<file path="config.mk">
export PLATFORM = sky130hd
export DESIGN_NAME = fifo_bank
export DESIGN_NICKNAME = d
export VERILOG_FILES = /design/src/rtl/fifo_bank.sv
export SDC_FILE = /design/constraint.sdc
export NUM_CORES = 1
export LEC_CHECK = 0
export BUFFER_PORTS_ARGS = -buffer_cell sky130_fd_sc_hd__buf_2
export CORE_MARGIN = 1.5
export CORE_UTILIZATION = 30
export CTS_BUF_LIST = sky130_fd_sc_hd__clkbuf_16
export CTS_CLUSTER_SIZE = 20
export DETAILED_ROUTE_END_ITERATION = 10
export PLACE_DENSITY_LB_ADDON = 0.15
export SYNTH_ARGS = -nofsm -noshare
export SYNTH_HDL_FRONTEND = slang
export SYNTH_SLANG_ARGS = --single-unit
</file>
<file path="constraint.sdc">
create_clock -name clk -period 14.1 [get_ports clk]
set_input_delay 2.115 -clock clk [delete_from_list [all_inputs] [get_ports clk]]
set_output_delay 2.115 -clock clk [all_outputs]
set_load 0.005 [all_outputs]
</file>
<file path="src/rtl/fifo_bank.sv">
// Single-clock bank of NCH independent FIFOs with occupancy, almost-full and
// sticky overflow/underflow reporting; read port is registered or first-word-fall-through.
module fifo_bank #(
  parameter int NCH   = 4,
  parameter int DW    = 32,
  parameter int AW    = 2,
  parameter int FWFT  = 0,
  parameter int AF_TH = 3
) (
  input  logic                  clk,
  input  logic                  rst,
  input  logic [NCH-1:0]        push,
  input  logic [NCH-1:0]        pop,
  input  logic [NCH*DW-1:0]     wdata,
  output logic [NCH*DW-1:0]     rdata,
  output logic [NCH-1:0]        empty,
  output logic [NCH-1:0]        full,
  output logic [NCH-1:0]        afull,
  output logic [NCH*(AW+1)-1:0] level,
  output logic [NCH-1:0]        ovf,
  output logic [NCH-1:0]        udf,
  input  logic [NCH-1:0]        err_clr
);

  localparam int DEPTH = 2**AW;
  localparam int LW    = AW + 1;

  for (genvar i = 0; i < NCH; i++) begin : g_ch
    logic [DW-1:0] mem [DEPTH];
    logic [LW-1:0] wr_ptr;
    logic [LW-1:0] rd_ptr;
    logic [LW-1:0] lvl;
    logic [LW-1:0] wr_nxt;
    logic [LW-1:0] rd_nxt;
    logic [LW-1:0] lvl_nxt;
    logic          empty_q;
    logic          full_q;
    logic          afull_q;
    logic          ovf_q;
    logic          udf_q;
    logic          push_ok;
    logic          pop_ok;
    logic [DW-1:0] wdat;
    logic [DW-1:0] head;

    assign wdat    = wdata[i*DW +: DW];
    assign head    = mem[rd_ptr[AW-1:0]];

    // A pop frees a slot in the same cycle, so a full FIFO still takes a push alongside it.
    assign pop_ok  = pop[i] & ~empty_q;
    assign push_ok = push[i] & (~full_q | pop_ok);

    assign wr_nxt  = wr_ptr + LW'(push_ok);
    assign rd_nxt  = rd_ptr + LW'(pop_ok);
    assign lvl_nxt = wr_nxt - rd_nxt;

    // Pointer / flag stage: flags come from the next-state level so they line up with level.
    always_ff @(posedge clk) begin
      if (rst) begin
        wr_ptr  <= '0;
        rd_ptr  <= '0;
        lvl     <= '0;
        empty_q <= 1'b1;
        full_q  <= 1'b0;
        afull_q <= 1'b0;
        ovf_q   <= 1'b0;
        udf_q   <= 1'b0;
      end else begin
        wr_ptr  <= wr_nxt;
        rd_ptr  <= rd_nxt;
        lvl     <= lvl_nxt;
        empty_q <= (lvl_nxt == '0);
        full_q  <= (lvl_nxt == LW'(DEPTH));
        afull_q <= (lvl_nxt >= LW'(AF_TH));
        ovf_q   <= (ovf_q & ~err_clr[i]) | (push[i] & ~push_ok);
        udf_q   <= (udf_q & ~err_clr[i]) | (pop[i] & ~pop_ok);
      end
    end

    always_ff @(posedge clk) begin
      if (!rst && push_ok) begin
        mem[wr_ptr[AW-1:0]] <= wdat;
      end
    end

    if (FWFT != 0) begin : g_fwft
      assign rdata[i*DW +: DW] = empty_q ? '0 : head;
    end else begin : g_reg
      logic [DW-1:0] rdata_p1;

      // Registered read stage: the popped word appears one cycle after the pop.
      always_ff @(posedge clk) begin
        if (rst) begin
          rdata_p1 <= '0;
        end else if (pop_ok) begin
          rdata_p1 <= head;
        end
      end

      assign rdata[i*DW +: DW] = rdata_p1;
    end

    assign empty[i]             = empty_q;
    assign full[i]              = full_q;
    assign afull[i]             = afull_q;
    assign ovf[i]               = ovf_q;
    assign udf[i]               = udf_q;
    assign level[i*LW +: LW]    = lvl;
  end

endmodule
</file>
# After elaboration in Yosys (flattened, before gate mapping)
# Memories as Yosys holds them, arrays and structs flattened. A register that Yosys moved wholly into a read port is not among the register bits.
# Index checks and enable logic that the tools add are counted.
totals:
  word_cells: 129
  n_memories: 4
  register_bits: 56
  latchBits: 0
  input_bits: 142
  mem_bits_rw: 512
  output_inout_bits: 160
  romBits: 0
mem_list:
  columns: ["memory", "words", "word_bits", "read_ports", "rd_clocked_by_memory_dff", "write_ports", "line", "rtl"]
  rows:
  - ["g_ch[0].mem", 4, 32, 1, 1, 1, "29", "logic [DW-1:0] mem [DEPTH];"]
  - ["g_ch[1].mem", 4, 32, 1, 1, 1, "29", null]
  - ["g_ch[2].mem", 4, 32, 1, 1, 1, "29", null]
  - ["g_ch[3].mem", 4, 32, 1, 1, 1, "29", null]
classes:
  reduce_logical: 9
  mul: 0
  muxes: 8
  n_bitwise: 56
  n_shift: 0
  n_div: 0
  n_lt_le_gt_ge: 4
  n_addsub: 12
  eq_ne: 4
ops:
  columns: ["operator", "n"]
  rows:
  - ["$add 3x1->3", 8]
  - ["$and 1x1->1", 24]
  - ["$not 1->1", 20]
  - ["$eq 3x3->1 const B", 4]
  - ["$ge 3x2->1 const B", 4]
  - ["$logic_not 3->1", 4]
  - ["$or 1x1->1", 12]
  - ["$sub 3x3->3", 4]
  - ["$mux 1", 8]
  - ["$logic_and 1x1->1", 4]
  - ["$logic_not 1->1", 1]

# Logic depth before layout (Yosys ltp)
# Gate-level depths: netlist of run 1.
depth:
  ltp_word: 7
  mapped_depth: 11
  ltp_nobuf: 10

# Least setup slack after synthesis of run 1
# Ideal clock, no wire load.
synth_timing:
  kind: "input-to-reg"
  startpoint: "input rst"
  endpoint: "memory g_ch[2].mem[1][0], enable pin"
  required_ps: 13587
  arrival_time_ps: 5888
  path_slack_ps: 7700
  path_buffers: 2
  path_stages: 3
  cell_sequence: "clkbuf_1 clkbuf_1 nor4b_1"
synth_between:
  elab_chain_cells: 4
synth_lines:
  columns: ["item", "line", "rtl"]
  rows:
  - ["start, declared", "11", "input logic rst,"]
  - ["$logic_not 1->1", "81", "if (!rst && push_ok) begin"]
  - ["$logic_and 1x1->1", "81", null]
  - ["$mux 1", "81", null]
  - ["$mux 1 (not written as such)", "82", "mem[wr_ptr[AW-1:0]] <= wdat;"]
  - ["end, declared", "29", null]
# Every way passes these cells.

# Final worst setup path of run 1
layout_timing:
  startpoint: "input pop[3]"
  endpoint: "register g_ch[3].empty_q"
layout_between:
  elab_chain_cells: 6
layout_lines:
  columns: ["item", "line", "rtl"]
  rows:
  - ["start, declared", "13", "input logic [NCH-1:0] pop,"]
  - ["$and 1x1->1", "50", "assign pop_ok = pop[i] & ~empty_q;"]
  - ["$or 1x1->1", "51", "assign push_ok = push[i] & (~full_q | pop_ok);"]
  - ["$and 1x1->1", "51", null]
  - ["$add 3x1->3", "53", "assign wr_nxt = wr_ptr + LW'(push_ok);"]
  - ["named net g_ch[3].wr_nxt[1]", "33", "logic [LW-1:0] wr_nxt;"]
  - ["$sub 3x3->3", "55", "assign lvl_nxt = wr_nxt - rd_nxt;"]
  - ["$logic_not 3->1", "72", "empty_q <= (lvl_nxt == '0);"]
  - ["end signal, assigned", "72", null]
  - ["end, declared", "36", "logic empty_q;"]
# The timed path passes the listed nets, and every way through them passes these cells.
# A chain may end at the register's enable or synchronous reset.

==> results_dict.tcl, run 1 <==
set metrics [dict create \
    drc_errors 0 \
    setup_tns_ps 0 \
    power_uw 5103 \
    dp_hpwl_mm 34.21 \
    yosysSeqAreaShare 0.7495 \
    grt_pass1_vias 14301 \
    drtPass1Iterations 4 \
    grt_use_total 0.1371 \
    synth-seq-cells 696 \
    pre_cts_ws_ps 8474 \
    min_period_over_period 0.3523 \
    wl_per_cell_um 19.80 \
    numCtsBuffers 78 \
    path_clk_slew_ps 60 \
    postCtsResizedCells 0 \
    place_inst 2837 \
    stdcell_count 2983 \
    peakVddDrop_mv 0.09991 \
    yosys.area_share.simple 0.05250 \
    synth_top_family_by_area "multiplexers" \
    die_x_um 294.1 \
    core_area_mm2 0.08382 \
    path_max_fanout 34 \
    ys_warn_count 0 \
    drv_cap 0 \
    synth.distinct_cells 33 \
    setup_viol 0 \
    root_buffer "clkbuf_16" \
    clockBufferDepth 3 \
    hp-class "flip-flop to flip-flop" \
    synth_xor_area_frac 0.007479 \
    ioPinCount 302 \
    port_buffers 301 \
    num_vias 13369 \
    synth_compound_area_frac 0.03105 \
    drv_slew 0 \
    period_needed_ps 4968 \
    final.setup.worst_slack_ps 9132 \
    cts.htree.levels 3 \
    gp_congestion 0.7107 \
    rows 106 \
    powerDensity_mw_per_mm2 167.5 \
    die_y_um 294.1 \
    grt_max_degree 63 \
    syn_nets 1634 \
    drive_above_1_share 0.3193 \
    final.setup_skew_ps 33.87 \
    fmax_ghz 0.2013 \
    cts.sink_count 696 \
    wirelength_mm 59.08 \
    syn_area_mm2 0.02543 \
    syn-instance-count 1468 \
    status "completed" \
    end_kind "flip-flop" \
    cts_setup_buffers 0 \
    cp.arrival_ps 5470 \
    grt_pass1_wl_mm 88.74 \
    synth-adder-area-share 0.01299 \
    start_util 0.3034 \
    cts_tree "done" \
    layout_commonest_cell "edfxtp_1" \
    antenna_found_initial 6 \
    clkLatencyLatePin_ps 610 \
    placed_area_mm2 0.02799 \
    design_area_mm2 0.03046 \
    avgSynthCellArea_um2 17.32 \
    rsz0062_at_grt "no" \
    syn_to_final_growth_pct 19.80 \
    finalHoldViolCount 0 \
    worst-setup-path-type "input port to flip-flop" \
    final_nets 1949 \
    ant_nets 0 \
    worst_pin_slew_ps 848.6 \
    dr.first_iter.drc_count 597 \
    overflow 0 \
    cts_hold_buf 0 \
    final_cell_mix "edfxtp_1, buf_2, nand2_1" \
    p_leak_uw 0.01068 \
    dieArea_mm2 0.08652 \
    synthMuxAreaShare 0.1146 \
    max-slew-margin-rel 0.4343 \
    worstSetupStartpointType "input port" \
    cp_data_required_time_ps 14600 \
    viasPerCell 4.482 \
]
[registers in the layout (all words and copies together) (netlist names)]
signal	flops
g_ch.afull_q	4
g_ch.full_q	4
g_ch.g_reg.rdata_p1	128
g_ch.rd_ptr	12
g_ch.empty_q	4
g_ch.wr_ptr	12
g_ch.udf_q	4
g_ch.lvl	12
g_ch.mem	512
g_ch.ovf_q	4
[routing by layer]
metal  track usage  wire (um)
met1        0.1657      24790
met2        0.2405      30130
met3       0.03353       2729
met4       0.04174       1359
met5             0         68
[worst max-delay path, stage by stage]
cell      delay (ps)
buf_2            110
nand2b_1          60
buf_4            380
inv_2            440
o21ai_1          600
inv_1            100
ha_1             200
ha_1             270
inv_1             60
fa_1             420
xnor3_1          440
a31o_1           240
[cell families (layout without fill, tap and decap cells)]
logic type,count (synthesis),in the layout
other cells,0,1
flops,696,696
simple gates,332,332
mux,128,128
compound gates,149,149
fa+ha+maj,24,24
xor+xnor,12,12
buf+inv,127,507
[report_power, final]
part / switching (uW) / internal, uW / total [uW]
combinational: 416 / 326 / 742
clock: 826 / 1100 / 1930
sequential: 70.0 / 2360 / 2430
total: 1310 / 3790 / 5100
[final timing paths]
kind / from / end / slack [ps] / cells after the start
setup reg to reg: g_ch[3].empty_q$_SDFF_PP1_ / g_ch[3].empty_q$_SDFF_PP1_ / 10080 / 11
setup / recovery: pop[3] / g_ch[3].empty_q$_SDFF_PP1_ / 9130 / 12
hold reg to reg: g_ch[3].g_reg.rdata_p1[6]$_SDFFE_PP0P_ / g_ch[3].g_reg.rdata_p1[6]$_SDFFE_PP0P_ / 450 / 2
hold / removal: g_ch[3].g_reg.rdata_p1[6]$_SDFFE_PP0P_ / g_ch[3].g_reg.rdata_p1[6]$_SDFFE_PP0P_ / 450 / 2
[final cells by class]
| cell class | count | area [um2] |
|---|---|---|
| Antenna cell | 1 | 2.502 |
| Clock buffer | 81 | 2027 |
| Clock inverter | 64 | 441.7 |
| Fill cell | 8074 | 53360 |
| Inverter | 29 | 108.9 |
| Multi-Input combinational cell | 645 | 5647 |
| Sequential cell | 696 | 19060 |
| Tap cell | 1134 | 1419 |
| Timing Repair Buffer | 333 | 1753 |
[through the flow]
step                      hold WS, ps  utilization
after floorplan                 450.1            -
after global placement          438.1       0.3339
after detailed placement        443.2       0.3339
after CTS                       450.5       0.3634
after global routing            467.5       0.3634
final                           449.6       0.3634
[cells in the mapped netlist]
cell,number,area share
inv_2,4,0.00059
xnor2_2,4,0.0026
edfxtp_1,512,0.60
nand2b_1,4,0.00098
o21ai_0,4,0.00079
clkbuf_1,33,0.0049
a22oi_1,4,0.0012
a32oi_1,4,0.0014
buf_1,1,0.00015
nor2b_1,8,0.0020
fa_1,4,0.0031
nand2_1,260,0.038
dfxtp_1,184,0.14
xnor3_1,4,0.0035
mux4_2,120,0.11
ha_1,20,0.0098
buf_2,28,0.0055
buf_6,4,0.0018
nor2_1,36,0.0053
nor4b_1,2,0.00069
or3_1,4,0.00098
and4b_1,1,0.00039
nor3_1,8,0.0016
xnor2_1,4,0.0014
a211o_1,1,0.00034
nor4_1,9,0.0022
inv_1,25,0.0037
buf_12,12,0.0094
o21ai_1,3,0.00059
a31o_1,4,0.0014
mux4_1,8,0.0083
buf_4,20,0.0059
a21oi_1,129,0.025
No activity file was read; power rests on OpenSTA's default activity.
==> run 2: changes to the inputs <==
==> constraint.sdc (replaced) <==
create_clock -name clk -period 4.1 [get_ports clk]
set_input_delay 0.615 -clock clk [delete_from_list [all_inputs] [get_ports clk]]
set_output_delay 0.615 -clock clk [all_outputs]
set_load 0.005 [all_outputs]
==> results_dict.tcl, run 2 (synthesis gave the netlist of run 1 again) <==
set metrics [dict create \
    status "completed" \
    die_y_um 294.1 \
    reg2regPathDepth 10 \
    dieArea_mm2 0.08652 \
    layout_commonest_cell "edfxtp_1" \
    final_nets 1961 \
    fmax_ghz 0.3456 \
    ioPinCount 302 \
    cp.arrival_ps 3390 \
    rows 106 \
    clockBufferDepth 3 \
    root_buffer "clkbuf_16" \
    min_period_over_period 0.7058 \
    worstSetupEndpoint "g_ch[0].empty_q$_SDFF_PP1_" \
    worstSetupStartpointType "flip-flop" \
    end_kind "flip-flop" \
    dp_hpwl_mm 35.07 \
    cts_tree "done" \
    stdcell_count 2993 \
    dr.first_iter.drc_count 608 \
    gp_congestion 0.7387 \
    cts_setup_buffers 0 \
    powerDensity_mw_per_mm2 571.6 \
    p_leak_uw 0.01074 \
    port_buffers 301 \
    r2r_end "g_ch[0].empty_q$_SDFF_PP1_" \
    syn_to_final_growth_pct 19.98 \
    reg2reg_from "g_ch[0].empty_q$_SDFF_PP1_" \
    overflow 0 \
    wirelength_mm 58.94 \
    ff2ff_setup_slack_ps 1210 \
    grt_pass1_vias 14445 \
    cp_data_required_time_ps 4600 \
    postCtsResizedCells 0 \
    cts.htree.levels 3 \
    finalHoldViolCount 0 \
    antenna_found_initial 8 \
    drive_above_1_share 0.3199 \
    peakVddDrop_mv 0.2817 \
    fin_util 0.3640 \
    start_util 0.3034 \
    cts.sink_count 696 \
    final.setup_skew_ps 18.04 \
    num_vias 13357 \
    nFillCells 8078 \
    final_cell_mix "edfxtp_1, buf_2, nand2_1" \
    die_x_um 294.1 \
    crit_start "g_ch[0].empty_q$_SDFF_PP1_" \
    core_area_mm2 0.08382 \
    path_max_fanout 5 \
    grt_pass1_wl_mm 88.75 \
    cts_hold_buf 0 \
    ant_nets 0 \
    drc_errors 0 \
    drv_cap 0 \
    largest_reg_flops 512 \
    numCtsBuffers 79 \
    drv_slew 0 \
    pre_cts_ws_ps 893.0 \
    worst_pin_slew_ps 742.1 \
    drtPass1Iterations 4 \
    viasPerCell 4.463 \
    max-slew-margin-rel 0.5053 \
    hp-class "input port to flip-flop" \
    final.setup.worst_slack_ps 1206 \
    grt_max_degree 83 \
    period_needed_ps 2894 \
    wl_per_cell_um 19.69 \
    worst-setup-path-type "flip-flop to flip-flop" \
    rsz0062_at_grt "no" \
    place_inst 2848 \
    setup_viol 0 \
    path_clk_slew_ps 60 \
    grt_use_total 0.1367 \
    clkLatencyLatePin_ps 610 \
]
[run 2: layout make-up]
type	count	area (um2)	share of cell area
sequential	696	19060	0.6248
multi-input combinational	645	5673	0.1859
clock buffer	79	1977	0.06480
timing repair buffer	344	1851	0.06065
tap	1134	1419	0.04651
clock inverter	64	412.9	0.01353
inverter	29	108.9	0.003568
antenna	2	5.005	0.0001640
[run 2: stage by stage]
stage                     power, uW  TNS, ps  hold WS, ps  cell area (um2)
after detailed placement      11210        0        443.0            28110
after global routing          18310        0        179.6            30500
after floorplan               10320  -156840        450.1            25450
final                         17440        0        217.9            30510
after CTS                     17830        0        154.9            30500
after global placement        11180        0        438.3            28110
[run 2: worst min-delay path by stage]
stage / start / endpoint / slack (ps) / cells past startpoint
CTS: wdata[14] / g_ch[0].mem[0][14]$_DFFE_PP_ / 150 / 1
detailed placement: g_ch[0].g_reg.rdata_p1[1]$_SDFFE_PP0P_ / g_ch[0].g_reg.rdata_p1[1]$_SDFFE_PP0P_ / 440 / 2
finish: wdata[110] / g_ch[3].mem[0][14]$_DFFE_PP_ / 220 / 1
global placement: g_ch[0].g_reg.rdata_p1[14]$_SDFFE_PP0P_ / g_ch[0].g_reg.rdata_p1[14]$_SDFFE_PP0P_ / 440 / 2
global route: wdata[1] / g_ch[0].mem[2][1]$_DFFE_PP_ / 180 / 1
floorplan: g_ch[2].ovf_q$_SDFF_PP0_ / g_ch[2].ovf_q$_SDFF_PP0_ / 450 / 2
[run 2: critical path, stage by stage (launching register included)]
cell and delay (ps):
dfxtp_1 380, nand2b_1 170, inv_2 40, o21ai_1 520, inv_1 100, ha_1 210, ha_1 260, inv_1 60
fa_1 410, xnor3_1 420, a31o_1 230
[run 2: metal layers]
layer / track usage / vias up / part of all wire
met2: 0.2398 / 258 / 0.51
met5: 0 / - / 0.0013
met1: 0.1648 / 6809 / 0.42
li1: - / 6190 / -
met4: 0.04224 / 12 / 0.020
met3: 0.03384 / 88 / 0.052
[run 2: power by group]
| group | leakage [uW] | switching, uW | internal, uW |
|---|---|---|---|
| Combinational | 0.00333 | 1450 | 1140 |
| Clock | 0.00126 | 2750 | 3750 |
| Sequential | 0.00615 | 236 | 8120 |
